===== src/rtl/state_machine.sv =====
// PUF sweep sequencer: walks every ring-oscillator loop once per run, starting
// at a latched challenge index. Each loop is evaluated REPETITIONS times as
// reset -> enable for EVAL_TIME cycles -> store strobe.
module state_machine #(
  parameter int NUM_LOOPS        = 1280,
  parameter int REPETITIONS_BITS = 16,
  parameter int REPETITIONS      = 2,
  parameter int EVAL_TIME_BITS   = 16,
  parameter int EVAL_TIME        = 8,
  parameter int CHALLENGE_BITS   = 8,
  localparam int SEL_W           = $clog2(NUM_LOOPS - 1) + 1
) (
  input  logic                      clk,
  input  logic                      reset,
  input  logic                      start,
  input  logic [CHALLENGE_BITS-1:0] challenge,
  output logic                      done,
  output logic                      reset_puf,
  output logic [SEL_W-1:0]          select_puf,
  output logic                      enable_puf,
  output logic                      store_response_puf
);

  typedef enum logic [2:0] {
    ST_IDLE  = 3'd0,
    ST_RST   = 3'd1,
    ST_EVAL  = 3'd2,
    ST_STORE = 3'd3,
    ST_DONE  = 3'd4
  } state_e;

  // Terminal values; all counter compares are exact equality.
  localparam logic [REPETITIONS_BITS-1:0] REP_LAST  = REPETITIONS_BITS'(REPETITIONS - 1);
  localparam logic [EVAL_TIME_BITS-1:0]   EVAL_LAST = EVAL_TIME_BITS'(EVAL_TIME - 1);
  localparam logic [SEL_W-1:0]            LOOP_LAST = SEL_W'(NUM_LOOPS - 1);

  state_e                      state_q, state_d;
  logic [REPETITIONS_BITS-1:0] rep_cnt_q, rep_cnt_d;
  logic [EVAL_TIME_BITS-1:0]   eval_cnt_q, eval_cnt_d;
  logic [SEL_W-1:0]            loop_cnt_q, loop_cnt_d;
  logic [SEL_W-1:0]            loop_idx_q, loop_idx_d;

  // State and counter registers, cleared asynchronously by reset.
  always_ff @(posedge clk or posedge reset) begin
    if (reset) begin
      state_q    <= ST_IDLE;
      rep_cnt_q  <= '0;
      eval_cnt_q <= '0;
      loop_cnt_q <= '0;
      loop_idx_q <= '0;
    end else begin
      state_q    <= state_d;
      rep_cnt_q  <= rep_cnt_d;
      eval_cnt_q <= eval_cnt_d;
      loop_cnt_q <= loop_cnt_d;
      loop_idx_q <= loop_idx_d;
    end
  end

  // Next-state and counter update logic.
  always_comb begin
    state_d    = state_q;
    rep_cnt_d  = rep_cnt_q;
    eval_cnt_d = eval_cnt_q;
    loop_cnt_d = loop_cnt_q;
    loop_idx_d = loop_idx_q;
    case (state_q)
      ST_IDLE: begin
        if (start) begin
          // Out-of-range challenges start the sweep at loop 0.
          if (32'(challenge) >= 32'(NUM_LOOPS)) begin
            loop_idx_d = '0;
          end else begin
            loop_idx_d = SEL_W'(challenge);
          end
          rep_cnt_d  = '0;
          loop_cnt_d = '0;
          state_d    = ST_RST;
        end else begin
          state_d = ST_IDLE;
        end
      end
      ST_RST: begin
        eval_cnt_d = '0;
        state_d    = ST_EVAL;
      end
      ST_EVAL: begin
        if (eval_cnt_q == EVAL_LAST) begin
          state_d = ST_STORE;
        end else begin
          eval_cnt_d = eval_cnt_q + EVAL_TIME_BITS'(1);
        end
      end
      ST_STORE: begin
        if (rep_cnt_q != REP_LAST) begin
          rep_cnt_d = rep_cnt_q + REPETITIONS_BITS'(1);
          state_d   = ST_RST;
        end else begin
          rep_cnt_d  = '0;
          loop_cnt_d = loop_cnt_q + SEL_W'(1);
          if (loop_cnt_q == LOOP_LAST) begin
            // Last loop done: the index is left on the final loop so
            // select_puf keeps showing it while idle.
            state_d = ST_DONE;
          end else begin
            if (loop_idx_q == LOOP_LAST) begin
              loop_idx_d = '0;
            end else begin
              loop_idx_d = loop_idx_q + SEL_W'(1);
            end
            state_d = ST_RST;
          end
        end
      end
      ST_DONE: begin
        state_d = ST_IDLE;
      end
      default: begin
        state_d = ST_IDLE;
      end
    endcase
  end

  // Moore output decode from the state register.
  always_comb begin
    done               = 1'b0;
    reset_puf          = 1'b0;
    enable_puf         = 1'b0;
    store_response_puf = 1'b0;
    case (state_q)
      ST_RST:   reset_puf          = 1'b1;
      ST_EVAL:  enable_puf         = 1'b1;
      ST_STORE: store_response_puf = 1'b1;
      ST_DONE:  done               = 1'b1;
      default:  done               = 1'b0;
    endcase
  end

  assign select_puf = loop_idx_q;

endmodule


===== config.mk =====
export PLATFORM = sky130hd
export DESIGN_NAME = state_machine
export DESIGN_NICKNAME = d
export VERILOG_FILES = /design/src/rtl/state_machine.sv
export SDC_FILE = /design/constraint.sdc
export NUM_CORES = 1
export LEC_CHECK = 0
export ABC_AREA = 1
export BUFFER_PORTS_ARGS = -buffer_cell sky130_fd_sc_hd__buf_4
export CORE_AREA = 2 2 96 98
export DETAILED_ROUTE_END_ITERATION = 8
export DIE_AREA = 0 0 98 100
export GPL_TIMING_DRIVEN = 0
export PLACE_DENSITY = 0.58
export SYNTH_ARGS = -nofsm -noshare
export SYNTH_HDL_FRONTEND = slang
export SYNTH_SLANG_ARGS = --single-unit

===== constraint.sdc =====
create_clock -name clk -period 2.3 [get_ports clk]
set_clock_uncertainty 0.1 [all_clocks]
set_input_delay 0.345 -clock clk [delete_from_list [all_inputs] [get_ports clk]]
set_output_delay 0.345 -clock clk [all_outputs]
set_load 0.02 [all_outputs]

==> results.json <==
{
  "clk_latency_ns": 0.34,
  "grtUsageTotal_pct": 20.3,
  "root_buffer": "clkbuf_8",
  "cpLargestDelayFamily": "buffers and inverters",
  "cp.arrival_ns": 1.62,
  "wl_per_cell_um": 12.7,
  "layout_min_cycle_time_ns": 2.06,
  "cts_sinks": 59,
  "hp-class": "in -> async",
  "ys_seq_area_share_pct": 38.3,
  "io_pins": 27,
  "die_width_um": 98,
  "portBuffers": 26,
  "p_leak_nw": 2.12,
  "yosysWarningCount": 0,
  "synthDistinctLibCells": 31,
  "fin_area_um2": 4400,
  "finalSetupViolations": 0,
  "diodes": 0,
  "clk_pin_slew_ns": 0.07,
  "stdcell_count": 723,
  "worstPathMaxFanout": 10,
  "status": "finished clean",
  "slew-limit-headroom_pct": 51.4,
  "drt-vias-per-instance": 5.25,
  "synth_area_um2": 3850,
  "numCtsBuffers": 9,
  "antenna_found_initial": 0,
  "cts_tree": "built",
  "rsz0062_at_grt": "no",
  "dr.pass1.iters": 5,
  "startpoint_type": "flip-flop",
  "grt_pass1_wl_um": 16400,
  "cts_max_path_buffers": 2,
  "worstPathCellList": "nand2_2 -> nor2_4 -> buf_2 -> buf_4",
  "initial_core_util_pct": 43.3,
  "finalPower_mw": 4.40,
  "dieArea_um2": 9800,
  "worst_ir_drop_vdd_mv": 0.390,
  "dpl.hpwl_um": 6780,
  "syn-instance-count": 569,
  "first_iter_violations": 141,
  "avgSynthCellArea_um2": 6.77,
  "hold_viol_final": 0,
  "dp.cells": 707,
  "cp-end-kind": "output port",
  "core_um2": 8890,
  "synthesis.nets": 585,
  "grt_pass1_vias": 3498,
  "antenna_left": 0,
  "drive_gt1_share_pct": 11.6,
  "areaGrowthSynthToFinish_pct": 14.3,
  "post_cts.repair.setup_buffers": 0,
  "power_per_cell_area_nw_per_um2": 1000,
  "gp_congestion": 0.884,
  "wirelength_um": 9200,
  "slowest_delay_ns": 0.44,
  "nNetsFinal": 623,
  "postLayoutCoreUtil_pct": 49.5,
  "slowest_stage": "dfrtp_1",
  "dpl_cell_area_um2": 4210,
  "gr-total-overflow": 0,
  "hold-worst-slack_ns": 0.0118,
  "required_ns": 1.86,
  "fmax_ghz": 0.484,
  "period_share_pct": 89.8,
  "drc": 0,
  "ys_ff_latch": 59,
  "crit_buf_inv": 2,
  "std_cell_rows": 35,
  "tightestPinTransition_ns": 0.724,
  "cap_violations": 0,
  "worstSetupPathType": "reg -> out",
  "htree_levels": 3,
  "slew_violations": 0,
  "vias": 3795,
  "die_y_um": 100,
  "grt_max_degree": 31
}
registers in the layout, summed over array words and instances, names as in the netlist:
signal and flops:
loop_cnt_q 12, rep_cnt_q 16, state_q 3, eval_cnt_q 16, select_puf 12
where the power goes:
| group | leakage, nW | internal [mW] | switching (mW) |
|---|---|---|---|
| logic | 1.22 | 0.654 | 1.27 |
| registers | 0.803 | 1.25 | 0.280 |
| clock network | 0.0991 | 0.525 | 0.427 |
| total | 2.12 | 2.43 | 1.97 |
routing by layer:
| layer | global-route usage [%] | share of wire, % | vias up |
|---|---|---|---|
| li1 | - | - | 1921 |
| met1 | 28.7 | 50 | 1819 |
| met2 | 32.5 | 46 | 49 |
| met3 | 2.72 | 2.8 | 6 |
| met4 | 6.84 | 0.99 | 0 |
| met5 | 0 | 0 | - |
cell usage after synthesis:
master / instances / area [um2]
nor3_2: 2 / 20.0
nor2_4: 1 / 11.3
xor2_1: 10 / 87.6
buf_6: 4 / 45.0
nor3_1: 10 / 50.1
nand4_1: 22 / 138
o21ai_2: 2 / 17.5
nand2_1: 193 / 724
nor2_1: 66 / 248
nand3_1: 78 / 390
nand3b_1: 4 / 30.0
nor2_2: 1 / 6.26
nand2_4: 2 / 22.5
dfrtp_1: 59 / 1480
or2_2: 1 / 6.26
o21ai_1: 5 / 25.0
xnor2_1: 1 / 8.76
nor3_4: 1 / 16.3
o211ai_1: 1 / 7.51
nand2_2: 2 / 12.5
buf_2: 5 / 25.0
nand4_2: 1 / 12.5
nand3_4: 1 / 17.5
ha_1: 5 / 62.6
inv_1: 59 / 221
o21ai_0: 20 / 100
a21oi_1: 1 / 5.00
clkbuf_1: 1 / 3.75
o22ai_1: 6 / 37.5
inv_2: 4 / 15.0
o21bai_1: 1 / 7.51
through the flow:
stage / TNS [ns] / setup slack, ns
3_3_place_gp: -29.32 / -0.501
3_5_place_dp: 0 / 0.306
2_1_floorplan: 0 / 0.399
5_1_grt: 0 / 0.0670
6_report: 0 / 0.236
4_1_cts: 0 / 0.0200
cell usage in the layout (no fill, tap or decap), drive strengths merged:
| cell | count |
|---|---|
| buf | 36 |
| dfrtp | 59 |
| nand3b | 4 |
| xor2 | 10 |
| o211ai | 1 |
| clkbuf | 12 |
| o21ai | 27 |
| nor3 | 13 |
| nand2 | 197 |
| xnor2 | 1 |
| a21oi | 1 |
| bufinv | 1 |
| inv | 63 |
| o21bai | 1 |
| clkinv | 3 |
| nor2 | 68 |
| clkinvlp | 1 |
| o22ai | 6 |
| ha | 5 |
| nand4 | 23 |
| or2 | 1 |
| nand3 | 79 |
kinds of logic after synthesis:
logic type      count (synthesis)  synth area share, %
xor+xnor                       11                 2.50
buf+inv                        73                 8.06
flops                          59                 38.3
fa+ha+maj                       5                 1.62
compound gates                 36                 5.20
simple gates                  385                 44.3
final timing paths:
| path | startpoint | endpoint | slack (ns) | depth (start not counted) |
|---|---|---|---|---|
| worst min-delay path | reset | loop_cnt_q[1] | 0.01 | 2 |
| worst max register to register | eval_cnt_q[0] | eval_cnt_q[8] | 0.25 | 6 |
| min in group clk | challenge[5] | select_puf[5] | 0.20 | 5 |
| worst min register to register | loop_cnt_q[1] | loop_cnt_q[1] | 0.43 | 2 |
| worst max-delay path | state_q[0] | store_response_puf | 0.24 | 4 |
| max in group asynchronous | reset | select_puf[2] | 1.49 | 3 |
cell type report:
class	count	area, um2
fill	933	4490
multi-input combinational	437	2060
sequential	59	1480
inverter	63	236
timing repair buffer	27	215
clock buffer	11	141
tap	111	139
buffer	10	75.1
clock inverter	5	52.6
timing repair:
| item | 4_1_cts | 5_1_grt |
|---|---|---|
| setup endpoints to repair | 0 | 1 |
| hold buffers | 0 | 0 |
| gates resized for setup | 0 | 2 |
Note: power is estimated with default switching activity, not from simulation.
